File: src/rtl/sc_global_pose_integrator_pkg.sv
// rtl/sc_global_pose_integrator_pkg.sv - FSM states and widths shared by the pose integrator
package sc_global_pose_integrator_pkg;

  localparam int VEL_W = 16;
  localparam int POS_W = 32;
  localparam int TH_W  = 16;

  typedef enum logic [2:0] {
    IDLE      = 3'd0,
    REQ       = 3'd1,
    WAIT_DONE = 3'd2,
    LATCH     = 3'd3,
    ACCUM     = 3'd4,
    PUBLISH   = 3'd5
  } pose_state_t;

endpackage

File: src/rtl/sc_pose_accumulator.sv
// rtl/sc_pose_accumulator.sv - 32-bit signed position add; clamps on overflow when POSE_SATURATION_EN is defined
module sc_pose_accumulator
  import sc_global_pose_integrator_pkg::*;
(
  input  logic signed [POS_W-1:0] acc,
  input  logic signed [POS_W:0]   delta,
  output logic signed [POS_W-1:0] sum
);

`ifdef POSE_SATURATION_EN
  localparam bit SAT = 1'b1;
`else
  localparam bit SAT = 1'b0;
`endif

  logic signed [POS_W:0] wide;

  assign wide = {acc[POS_W-1], acc} + delta;

  // Top two bits disagree only when the 33-bit sum left the 32-bit range.
  always_comb begin
    sum = wide[POS_W-1:0];
    if (SAT && (wide[POS_W] != wide[POS_W-1]))
      sum = wide[POS_W] ? {1'b1, {(POS_W-1){1'b0}}} : {1'b0, {(POS_W-1){1'b1}}};
  end

endmodule

File: src/rtl/sc_global_pose_integrator.sv
// rtl/sc_global_pose_integrator.sv - periodic pose integrator behind the global-velocity sequencer
// POSE_SATURATION_EN selects clamping instead of wrapping for x and y.
module sc_global_pose_integrator
  import sc_global_pose_integrator_pkg::*;
#(
  parameter int PERIOD   = 50000,
  parameter int DT_SHIFT = 10
) (
  input  logic                    SC_STATEMACHINE_GLOBAL_VEL_CLOCK_50,
  input  logic                    SC_STATEMACHINE_GLOBAL_VEL_RESET_InHigh,
  input  logic                    done_InHigh,
  input  logic signed [VEL_W-1:0] vel_x_In,
  input  logic signed [VEL_W-1:0] vel_y_In,
  input  logic signed [VEL_W-1:0] omega_In,
  input  logic                    clear_InHigh,
  output logic                    ready_Out,
  output logic signed [POS_W-1:0] pose_x_Out,
  output logic signed [POS_W-1:0] pose_y_Out,
  output logic [TH_W-1:0]         pose_theta_Out,
  output logic                    pose_valid_Out,
  output logic                    overrun_Out
);

  localparam int CNT_W = $clog2(PERIOD);

  logic [CNT_W-1:0]        timer;
  logic                    tick;
  pose_state_t             state;
  logic signed [VEL_W-1:0] vx_q, vy_q, om_q;
  logic signed [POS_W:0]   dx, dy;
  logic signed [POS_W-1:0] x_next, y_next;
  logic [TH_W-1:0]         dth;

  assign tick = (timer == CNT_W'(PERIOD - 1));
  assign dx   = $signed((POS_W+1)'(vx_q)) >>> DT_SHIFT;
  assign dy   = $signed((POS_W+1)'(vy_q)) >>> DT_SHIFT;
  assign dth  = om_q >>> DT_SHIFT;

  sc_pose_accumulator u_acc_x (.acc(pose_x_Out), .delta(dx), .sum(x_next));
  sc_pose_accumulator u_acc_y (.acc(pose_y_Out), .delta(dy), .sum(y_next));

  always_ff @(posedge SC_STATEMACHINE_GLOBAL_VEL_CLOCK_50 or posedge SC_STATEMACHINE_GLOBAL_VEL_RESET_InHigh) begin
    if (SC_STATEMACHINE_GLOBAL_VEL_RESET_InHigh)
      timer <= '0;
    else if (tick)
      timer <= '0;
    else
      timer <= timer + 1'b1;
  end

  always_ff @(posedge SC_STATEMACHINE_GLOBAL_VEL_CLOCK_50 or posedge SC_STATEMACHINE_GLOBAL_VEL_RESET_InHigh) begin
    if (SC_STATEMACHINE_GLOBAL_VEL_RESET_InHigh) begin
      state          <= IDLE;
      ready_Out      <= 1'b0;
      pose_valid_Out <= 1'b0;
      overrun_Out    <= 1'b0;
      pose_x_Out     <= '0;
      pose_y_Out     <= '0;
      pose_theta_Out <= '0;
      vx_q           <= '0;
      vy_q           <= '0;
      om_q           <= '0;
    end else begin
      ready_Out      <= 1'b0;
      pose_valid_Out <= 1'b0;

      if (clear_InHigh)
        overrun_Out <= 1'b0;
      else if (tick && (state != IDLE))
        overrun_Out <= 1'b1;

      if (clear_InHigh) begin
        pose_x_Out     <= '0;
        pose_y_Out     <= '0;
        pose_theta_Out <= '0;
      end else if (state == ACCUM) begin
        pose_x_Out     <= x_next;
        pose_y_Out     <= y_next;
        pose_theta_Out <= pose_theta_Out + dth;
      end

      case (state)
        IDLE: if (tick) begin
          state     <= REQ;
          ready_Out <= 1'b1;
        end
        REQ: state <= WAIT_DONE;
        // Samples are only valid alongside done, so they are captured on the edge entering LATCH.
        WAIT_DONE: if (done_InHigh) begin
          vx_q  <= vel_x_In;
          vy_q  <= vel_y_In;
          om_q  <= omega_In;
          state <= LATCH;
        end
        LATCH: state <= ACCUM;
        ACCUM: begin
          state          <= PUBLISH;
          pose_valid_Out <= 1'b1;
        end
        PUBLISH: state <= IDLE;
        default: state <= IDLE;
      endcase
    end
  end

endmodule
File: config.mk
export PLATFORM = sky130hd
export DESIGN_NAME = sc_global_pose_integrator
export DESIGN_NICKNAME = d
export VERILOG_FILES = /design/src/rtl/sc_global_pose_integrator_pkg.sv /design/src/rtl/sc_pose_accumulator.sv /design/src/rtl/sc_global_pose_integrator.sv
export SDC_FILE = /design/constraint.sdc
export NUM_CORES = 1
export LEC_CHECK = 0
export CORE_ASPECT_RATIO = 0.5
export CORE_UTILIZATION = 50
export DETAILED_ROUTE_END_ITERATION = 16
export HOLD_SLACK_MARGIN = 0.06
export PLACE_DENSITY = 0.8
export SETUP_SLACK_MARGIN = 0.4
export SLEW_MARGIN = 10
export SYNTH_ARGS = -nofsm -noshare
export SYNTH_HDL_FRONTEND = slang
export SYNTH_HIERARCHICAL = 1
export SYNTH_SLANG_ARGS = --single-unit
File: constraint.sdc
create_clock -name SC_STATEMACHINE_GLOBAL_VEL_CLOCK_50 -period 5.6 [get_ports SC_STATEMACHINE_GLOBAL_VEL_CLOCK_50]
set_input_delay 1.4 -clock SC_STATEMACHINE_GLOBAL_VEL_CLOCK_50 [delete_from_list [all_inputs] [get_ports SC_STATEMACHINE_GLOBAL_VEL_CLOCK_50]]
set_output_delay 1.4 -clock SC_STATEMACHINE_GLOBAL_VEL_CLOCK_50 [all_outputs]
set_load 0.02 [all_outputs]
==> results by stage, run 1 <==
Die:
- The initialized floorplan defines 34 standard-cell rows.
- The initial utilization of the core area, before any placement, comes to about half.
- The die is 191 um wide.
- During I/O placement, the number of pins put on the boundary was roughly 140.
- The full die area is 0.0185 sq mm.
- The vertical extent of the die is 96.7 um.
- The total core area is 0.0174 sq mm.

CTS:
- The H-tree depth reported by CTS is 4.
- The number of hold buffers added after CTS was 0.
- The clock transition at the register clock pins on the worst setup and hold paths after CTS is around 0.060 ns.
- Once the clock tree was built, the resizer swapped 0 gates to a different size.
- In this run the deepest clock path goes through 2 buffers.
- The TritonCTS clock tree is built.
- The tree built by TritonCTS fans out to 120 sinks.
- The cell at the root of the clock tree is sky130_fd_sc_hd__clkbuf_16.
- The clock latency of the later-clocked register in the worst-skew pair is 0.41 ns.
- The post-CTS setup-driven buffer insertion count is 0.
- Clock tree synthesis inserted a total of 17 buffers.

Cells and area:
- The total non-filler cell area in the finished layout is roughly 0.011 sq mm.
- For this run, the post-layout net count is between 1000 and 1500.
- The relative area change from synthesis to final layout is 20.0%.
- Cells with a size suffix above 1 make up 7.96% of the layout.

Synthesis:
- The synthesized design contains 120 register bits.
- The number of synthesized flops with an enable pin is 0.
- The share of synthesized area occupied by flip-flops and latches is roughly 34%.
- Synthesis produced a netlist whose cell count is approximately 1000.
- The synthesis warning total is 6.
- In this run the mean area of a mapped cell was about 8.6 sq um.
- The share of flip-flops with an asynchronous set or reset after synthesis is 100%.
- In the synthesized netlist the dominant register cell turns out to be sky130_fd_sc_hd__dfrtp_1.
- The netlist area before placement is 0.00896 sq mm.
- The net count of the mapped netlist is approximately 1200.
- Counting distinct cell types in the post-synthesis netlist gives 83.

Power and ir drop:
- Across the VDD grid, the largest voltage drop is around 230 uV.
- In this run switching power makes up approximately 43% of total power.
- The internal portion of the total power is approximately 2.9 mW.
- The relative contribution of sequential cells to total power is 24.8%.
- In this run the power spent charging and discharging nets is 2.23 mW.
- The clock share of power is approximately 22%.
- The power density relative to cell area is 477 mW/mm^2.
- The share of total power dissipated in combinational logic is between 50% and 60%.
- Summed over all cells, the static leakage comes to 4.88 nW.

Timing:
- The clock arrives with 0.00948 ns of skew.
- The slew at the pin closest to its max-slew limit is between 1 and 1.5 ns.
- Summed over all failing endpoints, the final setup total negative slack is 0 ns.
- The smallest clock period supported by the final layout is computed as between 3 and 4 ns.
- Setup slack on the critical path of the routed design comes to between 2 and 2.5 ns.
- The number of hold-slack violations in the final timing report is 0.
- The final critical path takes up 62.9% of the cycle.
- The maximum clock rate is ~280 MHz.
- The worst relative slew slack is about 29%.
- Setup repair after global routing left no endpoint under its margin.
- The number of pins with negative max-slew slack in the final report is 0.
- The final setup violation count is 0.

Detailed routing:
- The detail route stage leaves a number of antenna-violating nets equal to 0.
- The post-detailed-route wirelength per cell is 16.0 um.
- Detailed routing inserted a total of 7988 vias.
- In the routed design, unresolved DRC markers number 0.
- For this run, the detailed router's first-pass iteration total came to 6.
- The detailed router finished its first iteration with roughly 430 violations.
- The total routed wirelength is ~22000 um.
- Dividing the detail-routed via count by the number of cells gives about 6.

Placed design:
- After detailed placement, the total cell area comes to 0.0101 sq mm.
- The count of buffers added on input and output ports is around 100.
- Timing analysis after detailed placement gives a worst setup slack of about 2.2 ns.
- Summed over all nets, the half-perimeter wirelength after detailed placement is roughly 15000 um.
- Routability-driven placement finished with a final weighted congestion of 0.906.

Setup path:
- In this run the critical register-to-register path is captured at pose_x_Out[31].
- The worst-case reg-to-reg path depth is 10.
- The highest cell delay on the worst timing path is around 1.0 ns.
- The critical path contains buffers and inverters numbering 0 combined.
- The worst setup path is captured at a flip-flop.
- For the worst setup path, the data required time is between 5 and 6 ns.
- STA classifies the critical path startpoint as a flip-flop.
- The setup path with the least slack is of type flip-flop to flip-flop.
- The startpoint of the worst-slack reg-to-reg timing path is vx_q[15].
- Grouping stages by cell kind, the critical path spends the most delay in compound AO/OA/AOI/OAI gates.
- The slowest stage cell on the critical path is sky130_fd_sc_hd__dfrtp_1.
- The critical path crosses 10 cells after its start point.
- The critical path goes through ha_1 -> a21oi_1 -> nand2_1 -> nor2_1 -> a22oi_4 -> a311oi_4 -> nor4_1 -> or3_1 -> nand2_1 -> a21oi_1.
- In this run the worst path has a maximum fanout of 28.
- Across all register-to-register paths, the minimum setup slack is approximately 2.1 ns.
- The data arrival time at the worst-slack endpoint is 3.77 ns.

Hold path:
- The worst hold path terminates at overrun_Out.
- The path class of the lowest-slack min-delay path is flip-flop to flip-flop.
- The startpoint of the most critical hold path is overrun_Out.
- The worst hold path passes through 2 cells.

Global route:
- The total congestion overflow is 0.
- The total global-route track usage is ~25%.
- The first-pass GRT wire length is between 30000 and 40000 um.
- The maximum number of pins on one net before global-route repair is just under 90.
- The number of antenna violations at the first check in global routing came to 2.
- The via count of the first global-routing pass was just under 8000.

Status:
- The flow ran to the end, and the final reports show no timing, DRC or antenna violations.

Job:
- Max-cap violations in this run came to 0.
## logic make-up (layout without fill, tap and decap cells)
group	count (synthesis)	in the layout	synth area share, %
AO/OA/AOI/OAI	305	305	22.9
XOR/XNOR	79	79	7.72
multiplexers	23	23	2.82
adder cells (fa/ha/maj)	81	81	11.6
other	0	2	0
buffers and inverters	72	162	3.31
flip-flops	120	120	33.5
AND/OR/NAND/NOR	361	361	18.1
## cell usage in the layout, fill, tap and decap left out, drive strengths merged, types with 4 or more instances in the layout
master	netlist	routed
nand3	26	26
or2	4	4
a21o	36	36
a311oi	7	7
nor3	17	17
a31o	5	5
a211o	4	4
clkbuf	35	19
o21ai	37	37
nand4	16	16
a31oi	8	8
o21bai	10	10
buf	17	7
and2	5	5
nand2b	4	4
clkdlybuf4s50	0	103
nand2	189	189
xor2	40	40
nor2b	7	7
nor3b	5	5
nand3b	6	6
mux2	18	18
o21a	7	7
nor2	60	60
inv	20	22
dfrtp	120	120
and3	10	10
mux2i	5	5
xnor2	39	39
ha	78	78
clkinv	0	6
o31ai	5	5
a21oi	135	135
a211oi	12	12
o211ai	6	6
## cell usage after synthesis, types with 6 or more instances
master / instances / area [sq um]
sky130_fd_sc_hd__xor2_1: 40 / 350
sky130_fd_sc_hd__o21a_1: 7 / 52.6
sky130_fd_sc_hd__buf_1: 7 / 26.3
sky130_fd_sc_hd__buf_2: 8 / 40.0
sky130_fd_sc_hd__o21bai_1: 9 / 67.6
sky130_fd_sc_hd__nor3_1: 17 / 85.1
sky130_fd_sc_hd__nor2_1: 60 / 225
sky130_fd_sc_hd__clkbuf_1: 34 / 128
sky130_fd_sc_hd__a21oi_1: 135 / 676
sky130_fd_sc_hd__nand3_1: 26 / 130
sky130_fd_sc_hd__nor2b_1: 6 / 37.5
sky130_fd_sc_hd__and3_1: 10 / 62.6
sky130_fd_sc_hd__xnor2_1: 39 / 342
sky130_fd_sc_hd__inv_1: 20 / 75.1
sky130_fd_sc_hd__mux2_2: 17 / 191
sky130_fd_sc_hd__a31oi_1: 7 / 43.8
sky130_fd_sc_hd__o21ai_0: 34 / 170
sky130_fd_sc_hd__dfrtp_1: 120 / 3000
sky130_fd_sc_hd__nand3b_1: 6 / 45.0
sky130_fd_sc_hd__ha_1: 78 / 976
sky130_fd_sc_hd__nand4_1: 16 / 100
sky130_fd_sc_hd__nand2_1: 189 / 709
sky130_fd_sc_hd__a21o_1: 36 / 270
sky130_fd_sc_hd__a211oi_1: 10 / 75.1
## per-layer routing
metal / vias to the layer above / GRT usage, % / wire length (um)
met3: 26 / 4.39 / 799
met1: 3849 / 31.9 / 10100
met5: - / 0 / 0
met2: 187 / 41.7 / 10700
met4: 0 / 6.96 / 267
li1: 3926 / - / -
## worst register-to-register path: stages (launching register included)
cell and delay (ns):
sky130_fd_sc_hd__dfrtp_1 1.04, sky130_fd_sc_hd__ha_1 0.46, sky130_fd_sc_hd__a21oi_1 0.40, sky130_fd_sc_hd__nand2_1 0.09
sky130_fd_sc_hd__nor2_1 0.23, sky130_fd_sc_hd__a22oi_4 0.15, sky130_fd_sc_hd__a311oi_4 0.43, sky130_fd_sc_hd__nor4_1 0.10
sky130_fd_sc_hd__or3_1 0.32, sky130_fd_sc_hd__nand2_1 0.07, sky130_fd_sc_hd__a21oi_1 0.08
## registers in the layout, indices dropped and copies added (netlist names)
register        flops
om_q                6
overrun_Out         1
pose_theta_Out     16
pose_valid_Out      1
pose_x_Out         32
pose_y_Out         32
ready_Out           1
state               3
timer              16
vx_q                6
vy_q                6
## cell type report
cell class,count,area [sq um]
Timing Repair Buffer,110,1080
Multi-Input combinational cell,849,5670
Tap cell,234,293
Antenna cell,2,5.00
Sequential cell,120,3000
Inverter,20,77.6
Clock inverter,13,168
Fill cell,1460,6690
Clock buffer,19,453
## through the flow
step                      std cells  hold slack, ns  power [mW]  util [%]
final                          1367           0.501        5.13      61.7
after global routing           1367           0.524        5.50      61.7
after CTS                      1365           0.500        5.13      61.6
after detailed placement       1333           0.489        3.94      58.0
after global placement         1333           0.471        3.84      58.0
after floorplan                1041           0.455        3.29         -
## how the worst max path moves through the flow
stage	startpoint	endpoint	slack, ns
2_1_floorplan	SC_STATEMACHINE_GLOBAL_VEL_RESET_InHigh	om_q[10]	1.01
3_3_place_gp	vy_q[15]	pose_y_Out[30]	2.18
3_5_place_dp	vx_q[15]	pose_x_Out[31]	2.17
4_1_cts	vx_q[15]	pose_x_Out[31]	2.09
5_1_grt	vx_q[15]	pose_x_Out[31]	1.81
6_report	vx_q[15]	pose_x_Out[31]	2.08
## power by group through the flow
stage / Clock [mW] / Sequential (mW) / Combinational, mW
2_1_floorplan: 0 / 1.34 / 1.95
3_3_place_gp: 0 / 1.28 / 2.57
3_5_place_dp: 0 / 1.29 / 2.65
4_1_cts: 1.18 / 1.27 / 2.68
5_1_grt: 1.21 / 1.30 / 2.98
6_report: 1.15 / 1.27 / 2.71
Note: power is estimated with default switching activity, not from simulation.
==> run 2, diff against run 1 <==
- PLACE_DENSITY: 0.8 -> 0.83
- clock period: 5.6 -> 3.1 ns (I/O delays scaled with it)
==> run 2 against run 1 <==
Effect of this change: via count grew 5.8%; routed wire length grew 13%; global-route usage grew 2.2 points; setup slack lost 1.8 ns; utilization grew 6.1 points; sequential power grew 77%; sequential share of layout area shrank 2.4 points; flip-flop and latch count is the same; final cell count grew 3.4%; clock skew shrank 0.0020 ns; highest routed layer unchanged.
==> results by stage, run 2 (synthesized netlist as in run 1, its figures left out) <==
Cells and area:
- The leading cell type in the layout, fill and taps excluded is sky130_fd_sc_hd__nand2_1 (unchanged).
- The net count of the finished layout is 1299 (was 1251).
- The share of layout cells above drive strength 1 is 20.4% (was 7.96%).
- The relative area change from synthesis to final layout is 31.9% (was 20.0%).
- Leading registers by flop count: pose_x_Out: 32 flops, pose_y_Out: 32 flops (unchanged).
- Most frequent cells in the layout: sky130_fd_sc_hd__nand2_1 (187), sky130_fd_sc_hd__dfrtp_1 (116), sky130_fd_sc_hd__a21oi_1 (114) (was sky130_fd_sc_hd__nand2_1 (188), sky130_fd_sc_hd__a21oi_1 (135), sky130_fd_sc_hd__dfrtp_1 (120)).

Global route:
- The via count of the first global-routing pass is 8269 (was 7725).
- The maximum number of pins on one net before global-route repair is 121 (was 89).
- The total global-route track usage is 26.7% (was 24.5%).
- The first-pass GRT wire length is 40400 um (was 37100 um).
- The number of antenna violations at the first check in global routing is 1 (was 2).
- The total congestion overflow is 0 (unchanged).

Die:
- The full die area is 0.0185 sq mm (unchanged).
- The vertical extent of the die came to 96.7 um (unchanged).
- The die span in x came to 191 um (unchanged).
- The number of primary I/O pins was 135 (unchanged).
- The initial cell density of the core came to 51.4% (unchanged).
- The total number of placement rows was 34 (unchanged).
- The total core area is 0.0174 sq mm (unchanged).

Setup path:
- The data arrival time at the worst-slack endpoint is 3.21 ns (was 3.77 ns).
- The critical setup path kind is flip-flop to flip-flop (unchanged).
- The family of cells with the greatest summed delay on the critical path was compound AO/OA/AOI/OAI gates (unchanged).
- The kind of capture point of the worst setup path is a flip-flop (unchanged).
- The nature of the critical path startpoint is a flip-flop (unchanged).
- The highest cell delay on the worst timing path is 0.53 ns (was 1.04 ns).
- The slowest stage cell on the critical path was sky130_fd_sc_hd__dfrtp_4 (was sky130_fd_sc_hd__dfrtp_1).
- The startpoint of the worst setup timing path was vy_q[15] (was vx_q[15]).
- The required time of the critical path is 3.45 ns (was 5.84 ns).
- The number of buffers and inverters on the critical path was 2 (was 0).
- The startpoint of the worst-slack reg-to-reg timing path is vy_q[15] (was vx_q[15]).
- CP cell instances: buf_8 -> ha_4 -> a21o_1 -> a31o_1 -> a221o_1 -> a311oi_2 -> nor3_2 -> buf_4 -> a211oi_2 -> xnor2_1 -> nand2_1 -> a21oi_1 (was ha_1 -> a21oi_1 -> nand2_1 -> nor2_1 -> a22oi_4 -> a311oi_4 -> nor4_1 -> or3_1 -> nand2_1 -> a21oi_1).
- The top fanout value on the critical path is 6 (was 28).

Timing:
- The number of hold-slack violations in the final timing report is 0 (unchanged).
- The part of the cycle the worst path needs is 92.4% (was 62.9%).
- The final setup violation count is 0 (unchanged).
- The maximum clock rate is 349 MHz (was 284 MHz).
- The number of pins with negative max-slew slack in the final report is 0 (unchanged).
- The slew at the pin closest to its max-slew limit is 0.785 ns (was 1.07 ns).
- The worst hold margin was 0.492 ns (was 0.501 ns).
- The worst relative slew slack is 47.7% (was 28.8%).
- Unrepaired setup endpoints after global routing: yes (was no).
- The post-layout worst setup margin is 0.235 ns (was 2.08 ns).
- The minimum period implied by the final worst setup slack was 2.87 ns (was 3.52 ns).
- The worst clock skew was 0.00746 ns (was 0.00948 ns).
- The final sum of negative setup slack is 0 ns (unchanged).

CTS:
- The maximum number of buffers from clock root to sink was 2 (unchanged).
- The cell at the root of the clock tree was sky130_fd_sc_hd__clkbuf_16 (unchanged).
- The TritonCTS clock tree is built (unchanged).
- The CTS buffer count is 17 (unchanged).
- The clock transition at the register clock pins on the worst setup and hold paths after CTS is 0.07 ns (was 0.06 ns).
- The clock latency of the later-clocked register in the worst-skew pair came to 0.43 ns (was 0.41 ns).
- The clock sink count is 120 (unchanged).
- The H-tree depth reported by CTS is 4 (unchanged).

Detailed routing:
- The via density per instance is 5.98 (was 5.84).
- The DRC marker count from the first detailed-route iteration is 658 (was 426).
- The DRC violation count after routing is 0 (unchanged).
- The iteration count of the initial detailed-routing pass came to 5 (was 6).
- The total routed wirelength is 24800 um (was 21900 um).
- The post-detailed-route count of antenna-violating nets is 0 (unchanged).
- The count of vias placed by the detailed router is 8451 (was 7988).
- The post-detailed-route wirelength per cell came to 17.6 um (was 16.0 um).

Status:
- Run status: finished, final reports clean (unchanged).

Placed design:
- The number of port buffers is 104 (unchanged).
- The placer's final routability congestion estimate is 0.903 (was 0.906).
- The worst slack at placement is 0.0883 ns (was 2.17 ns).
- The HPWL after detailed placement is 15200 um (was 15000 um).

Power and ir drop:
- The maximum VDD drop is 425 uV (was 225 uV).
- The power density relative to cell area is 885 mW/mm^2 (was 477 mW/mm^2).
- The leakage dissipation was 5.12 nW (was 4.88 nW).
- The overall power after layout is 10.5 mW (was 5.13 mW).

Job:
- The number of maximum-capacitance violations is 0 (unchanged).

Hold path:
- The startpoint of the most critical hold path is timer[13] (was overrun_Out).
- The path class of the lowest-slack min-delay path is flip-flop to flip-flop (unchanged).
==> run 2: worst paths after layout <==
kind                                   to  slack [ns]  depth (start not counted)
setup / recovery           pose_y_Out[30]        0.23                         12
hold / removal                  timer[13]        0.49                          1
setup reg to reg           pose_y_Out[30]        0.23                         12
hold reg to reg                 timer[13]        0.49                          1
max in group asynchronous        vx_q[15]        1.66                          3
min in group asynchronous  pose_y_Out[23]        0.81                          3
==> run 2: area by class of cell <==
cell class	instances	area, sq um
Antenna cell	1	2.50
Clock buffer	17	425
Clock inverter	15	179
Fill cell	1291	5620
Inverter	20	78.8
Multi-Input combinational cell	849	6310
Sequential cell	120	3010
Tap cell	234	293
Timing Repair Buffer	158	1510
==> run 2: layer usage <==
layer / GRT usage, % / vias up / wire length (um)
li1: - / 3988 / -
met1: 34.8 / 4148 / 10600
met2: 45.3 / 272 / 12500
met3: 4.39 / 43 / 1240
met4: 8.18 / 0 / 473
met5: 0 / - / 0
==> run 2: power by group <==
part | internal [mW] | switching [mW]
Sequential | 1.89 | 0.361
Combinational | 2.71 | 3.43
Clock | 1.22 | 0.853
Total | 5.82 | 4.64
==> run 2: per-stage QoR <==
| stage | area [sq um] | util (%) | cells |
|---|---|---|---|
| 4_1_cts | 11400 | 65.3 | 1399 |
| 6_report | 11800 | 67.8 | 1414 |
| 5_1_grt | 11800 | 67.8 | 1414 |
| 3_3_place_gp | 10300 | 58.9 | 1344 |
| 2_1_floorplan | 9000 | - | 1041 |
| 3_5_place_dp | 10300 | 58.9 | 1344 |
==> run 2: what timing repair did <==
item | 4_1_cts | 5_1_grt
hold buffers | 0 | 0
buffers inserted | 23 | 14
gates cloned | 0 | 0
endpoints found under the setup margin | 27 | 31
gates resized for setup | 66 | 74
pin swaps | 30 | 27
==> run 3, diff against run 2 <==
- CTS_CLUSTER_DIAMETER: not set -> 60
- RECOVER_POWER: not set -> 25
==> run 3 against run 2 <==
Effect of this change: the flow now finishes with violations (capacitance limit, slew limit); critical endpoint unchanged; first-iteration DRC count unchanged; sequential power about the same; largest power group unchanged; power about the same; final cell count unchanged; highest routed layer unchanged; flip-flop and latch count unchanged; clock skew about the same; global-route usage unchanged; non-clock buffer count unchanged; sequential share of layout area about the same; combinational power about the same.
==> results by stage, run 3 (synthesized netlist as in run 1, its figures left out) <==
Power and ir drop:
- The power density relative to cell area is 886 mW/mm^2 (was 885 mW/mm^2).
- The overall power after layout is 10.5 mW (about the same).
- The leakage dissipation is 5.12 nW (about the same).
- The maximum VDD drop is 425 uV (about the same).

Placed design:
- The number of placed cells counting well taps is 1344 (unchanged).
- The placer's final routability congestion estimate is 0.903 (unchanged).
- The HPWL after detailed placement was 15200 um (unchanged).
- The worst slack at placement is 0.0883 ns (unchanged).
- The number of port buffers came to 104 (unchanged).

Die:
- The total core area was 0.0174 sq mm (unchanged).
- The die span in x is 191 um (unchanged).
- The number of primary I/O pins came to 135 (unchanged).
- The initial cell density of the core is 51.4% (unchanged).
- The total number of placement rows was 34 (unchanged).
- The full die area came to 0.0185 sq mm (unchanged).
- The vertical extent of the die was 96.7 um (unchanged).

Setup path:
- The worst-case reg-to-reg path depth is 12 (unchanged).
- CP cell instances: buf_8 -> ha_4 -> a21o_1 -> a31o_1 -> a221o_1 -> a311oi_2 -> nor3_2 -> buf_4 -> a211oi_2 -> xnor2_1 -> nand2_1 -> a21oi_1 (unchanged).
- The highest cell delay on the worst timing path is 0.53 ns (about the same).
- The kind of capture point of the worst setup path is a flip-flop (unchanged).
- The slowest stage cell on the critical path is sky130_fd_sc_hd__dfrtp_4 (unchanged).
- The startpoint of the worst-slack reg-to-reg timing path is vy_q[15] (unchanged).
- The capturing point of the worst reg2reg path is pose_y_Out[30] (unchanged).
- The required time of the critical path came to 3.45 ns (about the same).
- The register-to-register setup slack came to 0.23 ns (about the same).
- The critical setup path kind was flip-flop to flip-flop (unchanged).
- The data arrival time at the worst-slack endpoint is 3.21 ns (about the same).
- The top fanout value on the critical path is 6 (unchanged).
- The nature of the critical path startpoint is a flip-flop (unchanged).

Global route:
- The maximum number of pins on one net before global-route repair was 121 (unchanged).
- The first-pass GRT wire length was 40400 um (unchanged).
- The via count of the first global-routing pass is 8269 (unchanged).
- The total congestion overflow is 0 (unchanged).
- The total global-route track usage is 26.7% (unchanged).
- The number of antenna violations at the first check in global routing came to 1 (unchanged).

Timing:
- The number of hold-slack violations in the final timing report is 0 (unchanged).
- The worst clock skew was 0.00729 ns (was 0.00746 ns).
- The final sum of negative setup slack is 0 ns (unchanged).
- The number of pins with negative max-slew slack in the final report was 121 (was 0).
- The slew at the pin closest to its max-slew limit was 1.70 ns (was 0.785 ns).
- The worst relative slew slack is -13.3% (was 47.7%).
- The final setup violation count is 0 (unchanged).
- The part of the cycle the worst path needs is 92.4% (about the same).
- The minimum period implied by the final worst setup slack was 2.87 ns (about the same).
- Unrepaired setup endpoints after global routing: yes (unchanged).
- The post-layout worst setup margin is 0.235 ns (about the same).
- The maximum clock rate came to 349 MHz (about the same).

CTS:
- The clock latency of the later-clocked register in the worst-skew pair was 0.43 ns (about the same).
- The clock transition at the register clock pins on the worst setup and hold paths after CTS was 0.07 ns (about the same).
- The CTS buffer count is 17 (unchanged).
- The clock sink count is 120 (unchanged).
- The H-tree depth reported by CTS is 4 (unchanged).
- The TritonCTS clock tree is built (unchanged).
- The maximum number of buffers from clock root to sink was 2 (unchanged).
- The cell at the root of the clock tree was sky130_fd_sc_hd__clkbuf_16 (unchanged).
- The number of buffers inserted by hold repair at cts is 0 (unchanged).

Cells and area:
- Most frequent cells in the layout: sky130_fd_sc_hd__nand2_1 (187), sky130_fd_sc_hd__dfrtp_1 (116), sky130_fd_sc_hd__a21oi_1 (114) (unchanged).
- Leading registers by flop count: pose_x_Out: 32 flops, pose_y_Out: 32 flops (unchanged).
- The leading cell type in the layout, fill and taps excluded is sky130_fd_sc_hd__nand2_1 (unchanged).
- The relative area change from synthesis to final layout is 31.8% (was 31.9%).
- The final standard cell count with taps included and fillers excluded is 1414 (unchanged).
- The share of layout cells above drive strength 1 is 20.4% (unchanged).
- The net count of the finished layout is 1299 (unchanged).

Detailed routing:
- The total routed wirelength was 24800 um (about the same).
- The iteration count of the initial detailed-routing pass is 5 (unchanged).
- The post-detailed-route wirelength per cell is 17.6 um (about the same).
- The post-detailed-route count of antenna-violating nets is 0 (unchanged).
- The DRC violation count after routing is 0 (unchanged).
- The DRC marker count from the first detailed-route iteration was 658 (unchanged).
- The via density per instance was 5.97 (was 5.98).
- The count of vias placed by the detailed router is 8440 (was 8451).

Hold path:
- The path class of the lowest-slack min-delay path is flip-flop to flip-flop (unchanged).
- The startpoint of the most critical hold path is timer[13] (unchanged).
- The worst hold endpoint is timer[13] (unchanged).
- The instance count along the most critical hold path was 1 (unchanged).

Job:
- The number of maximum-capacitance violations was 1 (was 0).

Status:
- Run status: complete, but fails checks (was finished, final reports clean).
- The final reports fail on capacitance limit, slew limit.
## run 3: changes by cell type in the layout (fill, tap and decap cells not counted), sizes merged
cell	before	now
clkbuf	17	18
buf	55	54
## run 3: routing by layer
metal / vias up / share of wire (%) / global-route usage (%)
li1: 3988 / - / -
met1: 4150 / 43 / 34.8
met2: 261 / 50 / 45.3
met3: 41 / 4.7 / 4.39
met4: 0 / 1.9 / 8.18
met5: - / 0 / 0
## run 3: timing repair
| action | 4_1_cts | 5_1_grt |
|---|---|---|
| endpoints found under the setup margin | 27 | 31 |
| gates resized for setup | 66 | 74 |
| setup buffers | 23 | 14 |
| pin swaps | 30 | 27 |
## run 3: metrics by stage
step	hold WS (ns)	utilization [%]	area (sq um)
floorplan	0.455	-	9000
global placement	0.473	58.9	10300
detailed placement	0.483	58.9	10300
CTS	0.491	65.3	11400
global route	0.506	67.7	11800
finish	0.492	67.7	11800
## run 3: cell type report
cell class	count	area (sq um)
flip-flops and latches	120	3010
fillers	1293	5630
clock buffers	17	425
well taps	234	293
repair buffers	158	1500
diodes	1	2.50
clock inverters	15	179
inverters	20	78.8
multi-input cells	849	6310
## run 3: worst max-delay path: cells and delay by family (launching register included)
family	cells	cell delay, ns
and+or+nand+nor	2	0.18
buffers and inverters	2	0.32
AOI/OAI and AO/OA	6	1.39
adders and majority gates	1	0.25
xor gates and xnor gates	1	0.13
DFF	1	0.53
## run 3: how the worst max path moves through the flow
stage                                 to           from  cells past startpoint  slack (ns)
final                     pose_y_Out[30]       vy_q[15]                     12        0.23
after global routing      pose_y_Out[16]  pose_y_Out[0]                     11        0.14
after CTS                 pose_y_Out[16]  pose_y_Out[0]                     11        0.33
after detailed placement  pose_y_Out[26]       vy_q[15]                     10        0.09
after global placement    pose_y_Out[26]       vy_q[15]                     10        0.12
after floorplan           pose_y_Out[30]       vy_q[15]                     11        0.40
## run 3: power by group
group	switching, mW	internal (mW)	total [mW]	leakage (nW)
sequential	0.361	1.89	2.25	1.61
clock	0.853	1.22	2.07	0.292
combinational	3.43	2.71	6.13	3.22
==> variant, RTL diff (settings of run 1) <==
Reset style: synchronous (`SC_STATEMACHINE_GLOBAL_VEL_RESET_InHigh`), changed in 2 clocked blocks.
--- a/src/rtl/sc_global_pose_integrator.sv
+++ b/src/rtl/sc_global_pose_integrator.sv
@@ -41,3 +41,3 @@
 
-  always_ff @(posedge SC_STATEMACHINE_GLOBAL_VEL_CLOCK_50 or posedge SC_STATEMACHINE_GLOBAL_VEL_RESET_InHigh) begin
+  always_ff @(posedge SC_STATEMACHINE_GLOBAL_VEL_CLOCK_50) begin
     if (SC_STATEMACHINE_GLOBAL_VEL_RESET_InHigh)
@@ -50,3 +50,3 @@
 
-  always_ff @(posedge SC_STATEMACHINE_GLOBAL_VEL_CLOCK_50 or posedge SC_STATEMACHINE_GLOBAL_VEL_RESET_InHigh) begin
+  always_ff @(posedge SC_STATEMACHINE_GLOBAL_VEL_CLOCK_50) begin
     if (SC_STATEMACHINE_GLOBAL_VEL_RESET_InHigh) begin
Check against the original RTL: no difference found for any inputs over 10 cycles, from zero or initial values and one cycle with SC_STATEMACHINE_GLOBAL_VEL_RESET_InHigh high; that may be too few to reach the edited logic, so the function may still have changed.
==> variant against run 1 <==
Sequential cell count unchanged. Synthesized area down 5.8%. Setup slack worse by 0.053 ns. Hold slack worse by 0.041 ns. Critical path depth unchanged. Final area down 5.9%. Routed wire length down 5.1%. Cell count up 3.2%. Largest cell class unchanged.
Power is not compared: it rests on default switching activity, and its combinational part moved more than twofold at a synthesized area within 25%.
==> variant: results (changes against run 1) <==
[finish]
regArea_um2=2400  ; was 3000 um2
nNetsFinal=1304  ; was 1251
multi_input_gates=904  ; was 849
fin_util_pct=61.6  ; was 61.7%
inverters=18  ; was 20
layout.nonclk_buf_share_pct=10.7  ; was 10.1%
layout-drive-gt1-share_pct=5.57  ; was 7.96%
fillCellCount=1474  ; was 1460
n_antenna_cell=0  ; was 2
nClkBuffers=17  ; was 19
clock_area_share_pct=5.64  ; was 5.77%

[critical_path]
worstPathArrival_ns=3.92  ; was 3.77 ns
max_stage_delay_ns=1.10  ; was 1.04 ns

[drt]
wl_met1_um=9580  ; was 10100 um
drt_wl_total_um=20800  ; was 21900 um
route.met3.wl_um=1020  ; was 799 um
wire_per_inst_um=14.8  ; was 16.0 um
route.met2.wl_um=9950  ; was 10700 um
drtIter0Drc=488  ; was 426
drt_pre_antenna_iters=10  ; was 6

[global_routing]
use_met3_pct=5.27  ; was 4.39%
use_met2_pct=43.3  ; was 41.7%
use_met1_pct=31.0  ; was 31.9%
grt_start_max_net_pins=85  ; was 89
grt_pass1_wl_um=35600  ; was 37100 um
gr-usage-all-layers_pct=25.0  ; was 24.5%
antenna_found_initial=0  ; was 2
grt_pass1_vias=7773  ; was 7725

[placement]
dpl.hpwl_um=14600  ; was 15000 um
pre_cts_ws_ns=2.01  ; was 2.17 ns
dp.cells=1379  ; was 1333

[run_status]
status=finished clean  ; unchanged

[logic_synthesis]
syn-num-nets=1238  ; was 1174
synthArstFlopShare_pct=0  ; was 100%
yosys-top-cells-area=dfxtp_1 28%, ha_1 12%, nand2_1 10%, a21oi_1 9.7%, xnor2_1 4.8%  ; was dfrtp_1 34%, ha_1 11%, nand2_1 7.9%, a21oi_1 7.5%, xor2_1 3.9%
synth_area_per_cell_um2=7.64  ; was 8.61 um2
synth_common_cells=227 x nand2_1, 163 x a21oi_1, 120 x dfxtp_1  ; was 189 x nand2_1, 135 x a21oi_1, 120 x dfrtp_1
synth_cell_types=78  ; was 83

[timing]
max_slew_margin_pct=21.0  ; was 28.8%
fin_worst_skew_ns=0.00818  ; was 0.00948 ns

[pwr]
seq_power_share_pct=43.8

-- variant: cell count changes in the layout (fill, tap and decap cells not counted), sizes merged, moves of 7 or more --
cell,delta
dfrtp,-120
dfxtp,+120
nand2,+38
a21oi,+28
mux2,-18
nand3,+10
xnor2,+7
-- variant: cells by family after synthesis --
kind of cell               count (synthesis)  synth area share, %
buffers and inverters                     81                 3.94
muxes                                      2                0.237
xor gates and xnor gates                  81                 8.40
adders and majority gates                 81                 12.3
DFF                                      120                 28.4
AOI/OAI and AO/OA                        332                 25.2
and+or+nand+nor                          408                 21.5
-- variant: worst paths after layout --
path,start,to,slack [ns],cells past startpoint
setup / recovery,vy_q[15],pose_y_Out[30],2.02,10
hold reg to reg,timer[0],timer[0],0.46,1
setup reg to reg,vy_q[15],pose_y_Out[30],2.02,10
hold / removal,timer[0],timer[0],0.46,1
